File: src/rtl/axis_bram_cmd_sched.sv
// Command scheduler for the AXIS-BRAM adapter: queues transfer descriptors,
// issues them one at a time, and tracks completion, watchdog aborts and status.
module axis_bram_cmd_sched #(
  parameter int ADDR_W  = 9,
  parameter int DEPTH   = 4,
  parameter int TIMEOUT = 1024,
  parameter int CNT_W   = 8
) (
  input  logic              clk,
  input  logic              rstn,
  input  logic              cmd_valid,
  output logic              cmd_ready,
  input  logic              cmd_rw,
  input  logic [ADDR_W-1:0] cmd_index,
  input  logic [ADDR_W-1:0] cmd_size,
  output logic              cntl_rw,
  output logic [ADDR_W-1:0] cntl_index,
  output logic [ADDR_W-1:0] cntl_size,
  output logic              cntl_start,
  output logic              cntl_abort,
  input  logic              bram_en,
  output logic              busy,
  output logic              done_pulse,
  output logic [CNT_W-1:0]  done_cnt,
  output logic              err_range,
  output logic              err_timeout,
  input  logic              status_clr,
  output logic              irq,
  output logic [2:0]        dbg_state
);

  localparam int PTR_W = $clog2(DEPTH);
  localparam int WD_W  = (TIMEOUT > 2) ? $clog2(TIMEOUT) : 1;
  localparam logic [WD_W-1:0]  WD_LAST = WD_W'(TIMEOUT - 2);
  localparam logic [CNT_W-1:0] CNT_MAX = '1;

  typedef enum logic [2:0] {IDLE, LOAD, RUN, DONE, ABORT} state_t;

  typedef struct packed {
    logic              rw;
    logic [ADDR_W-1:0] index;
    logic [ADDR_W-1:0] size;
  } desc_t;

  state_t            state;
  desc_t             mem [DEPTH];
  desc_t             head;
  logic [PTR_W:0]    wr_ptr;
  logic [PTR_W:0]    rd_ptr;
  logic              full;
  logic              empty;
  logic              push;
  logic              pop;
  logic [ADDR_W:0]   beat_cnt;
  logic [WD_W-1:0]   wd;

  // Handshake: a descriptor moves when cmd_valid & cmd_ready are both high at a
  // rising edge; cmd_ready depends only on registered FIFO state, never on cmd_valid.
  assign full      = (wr_ptr[PTR_W] != rd_ptr[PTR_W]) &&
                     (wr_ptr[PTR_W-1:0] == rd_ptr[PTR_W-1:0]);
  assign empty     = (wr_ptr == rd_ptr);
  assign cmd_ready = !full;
  assign push      = cmd_valid && !full;
  assign pop       = (state == IDLE) && !empty;
  assign head      = mem[rd_ptr[PTR_W-1:0]];

  assign busy      = (state == LOAD) || (state == RUN);
  assign irq       = (done_cnt != '0) || err_range || err_timeout;
  assign dbg_state = state;

  always_ff @(posedge clk) begin
    if (push) mem[wr_ptr[PTR_W-1:0]] <= '{rw: cmd_rw, index: cmd_index, size: cmd_size};
  end

  always_ff @(posedge clk or negedge rstn) begin
    if (!rstn) begin
      state       <= IDLE;
      wr_ptr      <= '0;
      rd_ptr      <= '0;
      cntl_rw     <= 1'b0;
      cntl_index  <= '0;
      cntl_size   <= '0;
      cntl_start  <= 1'b0;
      cntl_abort  <= 1'b0;
      done_pulse  <= 1'b0;
      done_cnt    <= '0;
      err_range   <= 1'b0;
      err_timeout <= 1'b0;
      beat_cnt    <= '0;
      wd          <= '0;
    end else begin
      if (push) wr_ptr <= wr_ptr + 1'b1;
      if (pop)  rd_ptr <= rd_ptr + 1'b1;
      cntl_start <= 1'b0;
      cntl_abort <= 1'b0;
      done_pulse <= 1'b0;
      // Clear first so that a same-cycle error or completion below still lands.
      if (status_clr) begin
        done_cnt    <= '0;
        err_range   <= 1'b0;
        err_timeout <= 1'b0;
      end
      case (state)
        IDLE: begin
          if (!empty) begin
            cntl_rw    <= head.rw;
            cntl_index <= head.index;
            cntl_size  <= head.size;
            if (head.size < head.index) begin
              err_range <= 1'b1;
            end else begin
              state      <= LOAD;
              cntl_start <= 1'b1;
            end
          end
        end
        LOAD: begin
          beat_cnt <= {1'b0, cntl_size} - {1'b0, cntl_index} + 1'b1;
          wd       <= '0;
          state    <= RUN;
        end
        RUN: begin
          if (bram_en) begin
            beat_cnt <= beat_cnt - 1'b1;
            wd       <= '0;
            if (beat_cnt == (ADDR_W+1)'(1)) begin
              state      <= DONE;
              done_pulse <= 1'b1;
            end
          end else if (wd == WD_LAST) begin
            state      <= ABORT;
            cntl_abort <= 1'b1;
          end else begin
            wd <= wd + 1'b1;
          end
        end
        DONE: begin
          state <= IDLE;
          if (status_clr)              done_cnt <= CNT_W'(1);
          else if (done_cnt != CNT_MAX) done_cnt <= done_cnt + 1'b1;
        end
        ABORT: begin
          state       <= IDLE;
          err_timeout <= 1'b1;
        end
        default: state <= IDLE;
      endcase
    end
  end

endmodule

File: config.mk
export PLATFORM = sky130hd
export DESIGN_NAME = axis_bram_cmd_sched
export DESIGN_NICKNAME = d
export VERILOG_FILES = /design/src/rtl/axis_bram_cmd_sched.sv
export SDC_FILE = /design/constraint.sdc
export NUM_CORES = 1
export LEC_CHECK = 0
export ABC_AREA = 1
export BUFFER_PORTS_ARGS = -buffer_cell sky130_fd_sc_hd__buf_2
export CAP_MARGIN = 5
export CELL_PAD_IN_SITES_DETAIL_PLACEMENT = 0
export CELL_PAD_IN_SITES_GLOBAL_PLACEMENT = 1
export CORE_ASPECT_RATIO = 1.4
export CORE_MARGIN = 2
export CORE_UTILIZATION = 29
export DETAILED_ROUTE_END_ITERATION = 6
export PLACE_DENSITY_LB_ADDON = 0.1
export SLEW_MARGIN = 20
export SYNTH_ARGS = -nofsm -noshare
export SYNTH_HDL_FRONTEND = slang
export SYNTH_SLANG_ARGS = --single-unit
File: constraint.sdc
create_clock -name clk -period 2.9 [get_ports clk]
set_input_delay 0.29 -clock clk [delete_from_list [all_inputs] [get_ports clk]]
set_output_delay 0.29 -clock clk [all_outputs]
set_load 0.1 [all_outputs]
# Yosys cells after proc, flatten, opt, wreduce, memory -nomap -nowiden
# Memory sizes are Yosys's and may differ from the RTL's.
# Cells that the tools add are included.
[classes] magnitude_cmp=1 bitwise=1 muxes=32 reduce_logical=16 addsub=7 eq_ne=16
[op_table] op="case mux 10 bit (2 select lines)" n=2
[op_table] op="2-to-1 mux 8 bit" n=4
[op_table] op="2-to-1 mux 10 bit" n=3
[op_table] op="adder 10 x 1 -> 10 bit, second input constant" n=2
[op_table] op="2-to-1 mux 1 bit" n=17
[op_table] op="2-to-1 mux 3 bit" n=5
[op_table] op="equality test 10 x 1 -> 1 bit, second input constant" n=1
[op_table] op="equality test 10 bit, second input constant" n=1
[op_table] op="subtractor 10 x 1 -> 10 bit, second input constant" n=1
[op_table] op="subtractor 9 x 9 -> 10 bit" n=1
[op_table] op="< comparator 9 bit" n=1
[op_table] op="case mux 3 bit (3 select lines)" n=1
[op_table] op="adder 8 x 1 -> 8 bit, second input constant" n=1
[op_table] op="inequality test 8 bit, second input constant" n=1
[op_table] op="nonzero test 8 bit" n=1
[op_table] op="adder 3 x 1 -> 3 bit, second input constant" n=2
[op_table] op="equality test 3 x 2 -> 1 bit, second input constant" n=2
[op_table] op="inequality test 2 bit, second input constant" n=3
[op_table] op="inequality test 3 x 2 -> 1 bit, second input constant" n=2
[op_table] op="AND reduction 2 bit" n=3
[op_table] op="AND reduction 4 bit" n=1
[op_table] op="nonzero test 2 bit" n=2
[op_table] op="equality test 3 x 1 -> 1 bit, second input constant" n=1
[op_table] op="equality test 3 bit" n=1
[op_table] op="other kinds (9)" n=14
[totals] register_bits=61 inputBits=24 memories=1 ramBits=76 output_inout_bits=38
[memory_table] memory="mem" depth=4 width=19 read_ports=1 rd_ports_with_merged_regs=0 wr=1 line="46" text="desc_t mem [DEPTH];"

# Logic depth before layout (Yosys ltp)
[depth] word_depth=6 mapped_depth=14

# Least setup slack after synthesis
# No wires, ideal clock.
[synth_timing] kind="reg-to-reg" startpoint="reg wr_ptr[2]" endpoint="mem mem[0][0] in the netlist's numbering, enable pin" setup_slack_ns=-0.060 stages_incl_launch_ff=6 setup_ns=0.395 arrival_time_ns=2.565 t_required_ns=2.505 path_cell_list="dfrtp_1 xnor2_1 inv_1 nand2_1 nand2_1 nor2_1"
[synth_between] elab_chain_len=6
[synth_rtl] item="start: declaration" line="48" text="logic [PTR_W:0] wr_ptr;"
[synth_rtl] item="start signal: assignment" line="92" text="if (push) wr_ptr <= wr_ptr + 1'b1;"
[synth_rtl] item="inequality test 1 bit" line="59" text="assign full = (wr_ptr[PTR_W] != rd_ptr[PTR_W]) &&"
[synth_rtl] item="logical AND 1 bit" line="59"
[synth_rtl] item="logical NOT 1 bit"
[synth_rtl] item="named net cmd_ready" line="12" text="output logic cmd_ready,"
[synth_rtl] item="logical AND 1 bit" line="63" text="assign push = cmd_valid && !full;"
[synth_rtl] item="2-to-1 mux 1 bit" line="72" text="if (push) mem[wr_ptr[PTR_W-1:0]] <= '{rw: cmd_rw, index: cmd_index, size: cmd_size};"
[synth_rtl] item="2-to-1 mux 1 bit (not written as such)" line="72"
[synth_rtl] item="end: declaration" line="46"
# The timed path passes the listed nets, and every way through them passes these cells.

# Final worst setup path
[layout_timing] startpoint="reg state[0] (netlist: dbg_state[0])" endpoint="out busy"
[layout_between] elab_chain_len=2 elab_cells_between_ends=3 classes_between="eq/ne: 2; reduce/logical: 1"
[layout_rtl] item="start: declaration" line="45" text="state_t state;"
[layout_rtl] item="start signal: assignment" line="77" text="state <= IDLE;"
[layout_rtl] item="start signal: assignment" line="112" text="state <= LOAD;"
[layout_rtl] item="start signal: assignment" line="120" text="state <= RUN;"
[layout_rtl] item="equality test 3 x 1 -> 1 bit or equality test 3 x 2 -> 1 bit (tied branches)" line="67" text="assign busy = (state == LOAD) || (state == RUN);"
[layout_rtl] item="logical OR 1 bit *" line="67"
[layout_rtl] item="end: declaration" line="22" text="output logic busy,"
# Every way passes the cells marked *; elsewhere a longest branch is shown, timed or not.

==> summary.md <==
| Metric | Value |
|---|---|
| First drt pass iteration count | 4 |
| Layout Skew | 7.71 ps |
| Clock Root Buffer | clkbuf_16 |
| Post-Route WL | 16600 µm |
| Max cap viols | 0 |
| CTS tree | yes |
| CTS Sinks | 137 |
| WP data required | 2610 ps |
| Status | finished, final reports clean |
| Relative slew slack | 60.5% |
| Die height | 185 µm |
| Adder-Cell Fraction of Synth Area | 6.94% |
| Starting density of the core | 29.3% |
| Distinct cells, synth | 37 |
| GRT overflow | 0 |
| Tmin final | 2510 ps |
| Core Area | 0.0231 mm² |
| Post-Syn Instances | 719 |
| H-Tree Depth | 4 |
| Post-Synth XOR/XNOR Area | 1.42% |
| Initial DRC count | 238 |
| Yosys warnings | 0 |
| All-Layer GR Usage | 14.3% |
| RSZ-0062 raised after global routing | no |
| Worst Max-Slew Pin Slew | 592 ps |
| Critical Path Fanout Max | 11 |
| Routability Congestion | 0.786 |
| Simple-gate area share of the yosys netlist | 19.8% |
| Pin count of the biggest net entering global routing | 41 |
| Vias per Instance | 4.56 |
| Crit path max-delay family | simple AND/OR/NAND/NOR gates |
| Arr. time, crit path | 2220 ps |
| Initial antenna violation count | 0 |
| Critical path class | flip-flop to primary output |
| Max Fclk | 399 MHz |
| Vias in the first global route | 5060 |
| Fin crit share | 86.4% |
| Startpoint types | flip-flop |
| Share of cells above drive strength 1 | 14.9% |
| Post-synth top area cell | edfxtp_1 |
| Largest family of logic cells by synthesized area | simple AND/OR/NAND/NOR gates |
| Critical path cell sequence | nor3_4 > inv_2 > nand2_2 > buf_2 |
| CP peak stage delay | 500 ps |
| Max-slew violation count | 0 |
| Clock insertion delay at the later pin of the skew report | 420 ps |
| Hold buffer count at CTS | 1 |
| Die area | 0.0246 mm² |
| Register area share after synthesis | 56.2% |
| WHS | 80.5 ps |
| Hold Fails Final Rpt | 0 |
| CTS max path bufs | 2 |
| Ant. Diodes | 0 |
| Area contributors post-synth | edfxtp_1 (34%), dfrtp_1 (23%), nand2_1 (9.8%), ha_1 (6.6%), inv_1 (4.6%) |
| Post-DP HPWL | 12000 µm |
| Final Setup Violations | 0 |
| Mux cell area share after synthesis | 0% |
| Mapped Nets | 780 |
| DRC viols | 0 |
| Avg Cell Area, Syn | 9.43 µm² |
| Post-CTS Setup Inserts | 0 |
| CTS Buf Count | 17 |
| First-pass GRT wire length | 27000 µm |
| CTS resizes | 0 |
| Compound-cell area share of the yosys netlist | 9.08% |
| Final ANT Viol Nets | 0 |
| Crit-path slowest cell | nor3_4 |
| Clock transition at the registers of the reported paths | 70 ps |
| Area Growth Syn to Fin | 18.8% |
| CP bufs+invs | 2 |
| Ports | 62 |
| Routed WL per cell | 14.9 µm |
| CP endpoint kind | primary output |
| #FFs+latches synth | 137 |
| Buffers on Ports | 61 |
| Yosys top cell area share | 33.7% |
| Nets@finish | 854 |
| Cell area after synthesis | 0.00678 mm² |
| Die width | 133 µm |
| Worst hold-check path type | input pin to flip-flop |
| Number of cell rows | 66 |
| Vias | 5072 |
## registers in the layout (all words and copies together), names as in the netlist
name         flops
wd              10
dbg_state        3
done_pulse       1
err_range        1
rd_ptr           3
cntl_rw          1
cntl_start       1
cntl_abort       1
cntl_size        9
wr_ptr           3
done_cnt         8
err_timeout      1
mem             76
cntl_index       9
beat_cnt        10
## worst paths after layout
| check | start | endpoint | slack (ps) | cells past startpoint |
|---|---|---|---|---|
| worst max-delay path | dbg_state[0]$_DFFE_PN0P_ | busy | 390 | 4 |
| worst min-delay path | cmd_index[7] | mem[1][16]$_DFFE_PP_ | 80 | 1 |
| max in group asynchronous | rstn | cntl_index[1]$_DFFE_PN0P_ | 1820 | 3 |
| min in group asynchronous | rstn | done_cnt[2]$_DFF_PN0_ | 350 | 2 |
| worst max register to register | rd_ptr[0]$_DFFE_PN0P_ | dbg_state[2]$_DFFE_PN0P_ | 520 | 12 |
| worst min register to register | wr_ptr[2]$_DFFE_PN0P_ | wr_ptr[2]$_DFFE_PN0P_ | 510 | 1 |
## area by class of cell
cell class                 instances  area [µm²]
fill                            2411       15100
multi-input combinational        473        2520
clock inverter                    15         154
sequential                       137        3810
tap                              306         383
clock buffer                      17         425
timing repair buffer              75         428
inverter                          89         334
## layout by cell type, fill, tap and decap left out, types with 2 or more instances in the layout
cell / count
buf_4: 13
o21ai_1: 4
nor4_1: 2
or2_2: 2
nand2_2: 3
a32o_1: 8
nor3_1: 6
o21ai_2: 2
a211oi_1: 2
inv_8: 4
o21ai_0: 49
a31oi_1: 2
nand3_1: 44
nand4_1: 14
xor2_1: 8
xnor2_1: 3
clkinv_1: 2
nor2_1: 67
clkbuf_16: 17
inv_1: 83
clkinvlp_4: 3
a21oi_1: 22
nand2_1: 177
buf_2: 60
nand3b_1: 2
inv_6: 6
dfrtp_1: 61
edfxtp_1: 76
inv_2: 5
ha_1: 36
o22ai_1: 12
## metrics by stage
stage	cells	setup TNS, ps	setup slack (ps)	utilization, %	area [µm²]
after floorplan	719	-4570	-60.1	-	6780
final	1112	0	395	34.8	8060
after global placement	1079	0	551	32.3	7470
after global routing	1112	0	224	34.8	8060
after detailed placement	1079	0	517	32.3	7470
after CTS	1112	0	347	34.8	8060
## layer usage
layer	wire length, µm	vias up	GRT usage, %
met1	7450	2421	17.6
met4	247	0	5.23
li1	-	2556	-
met5	0	-	0
met3	480	19	2.35
met2	8410	76	25.1
## cells in the mapped netlist
| library cell | n |
|---|---|
| nand2_2 | 3 |
| a21oi_1 | 22 |
| nor3_4 | 1 |
| o21bai_1 | 1 |
| dfrtp_1 | 61 |
| clkinv_1 | 1 |
| a31oi_1 | 2 |
| xnor2_1 | 3 |
| o22ai_1 | 12 |
| nor4_1 | 2 |
| inv_2 | 5 |
| nor2_2 | 1 |
| nand2_1 | 177 |
| o21ai_1 | 4 |
| nand4_1 | 14 |
| ha_1 | 36 |
| o211ai_1 | 1 |
| clkbuf_1 | 6 |
| buf_4 | 3 |
| buf_2 | 9 |
| edfxtp_1 | 76 |
| o21ai_2 | 2 |
| nand3b_1 | 2 |
| o21ai_0 | 49 |
| and3_1 | 1 |
| o21ai_4 | 1 |
| nor2_1 | 67 |
| a211oi_1 | 2 |
| nor3_1 | 6 |
| buf_6 | 2 |
| or2_2 | 2 |
| fa_1 | 1 |
| a32o_1 | 8 |
| xor2_1 | 8 |
| inv_1 | 83 |
| o32ai_1 | 1 |
| nand3_1 | 44 |
## logic make-up (layout without fill, tap and decap cells)
group / count (synthesis) / after routing
simple gates: 320 / 320
flops: 137 / 137
buf+inv: 109 / 196
compound gates: 105 / 105
fa+ha+maj: 37 / 37
xor+xnor: 11 / 11
## worst reg2reg max path: stages, from the launching register on
cell     delay, ps
dfrtp_1        380
inv_2          440
nand2_1        130
a32o_1         270
ha_1           300
nand2_1         80
nor2_1         140
nand2_1        110
nor2_1         110
nand2_1         80
nand3_1         70
nand3_1         90
nor2_1         120
Power is left out: the tool's default activity adds up to more than one toggle a clock period on the data nets, which glitch-free logic cannot reach.
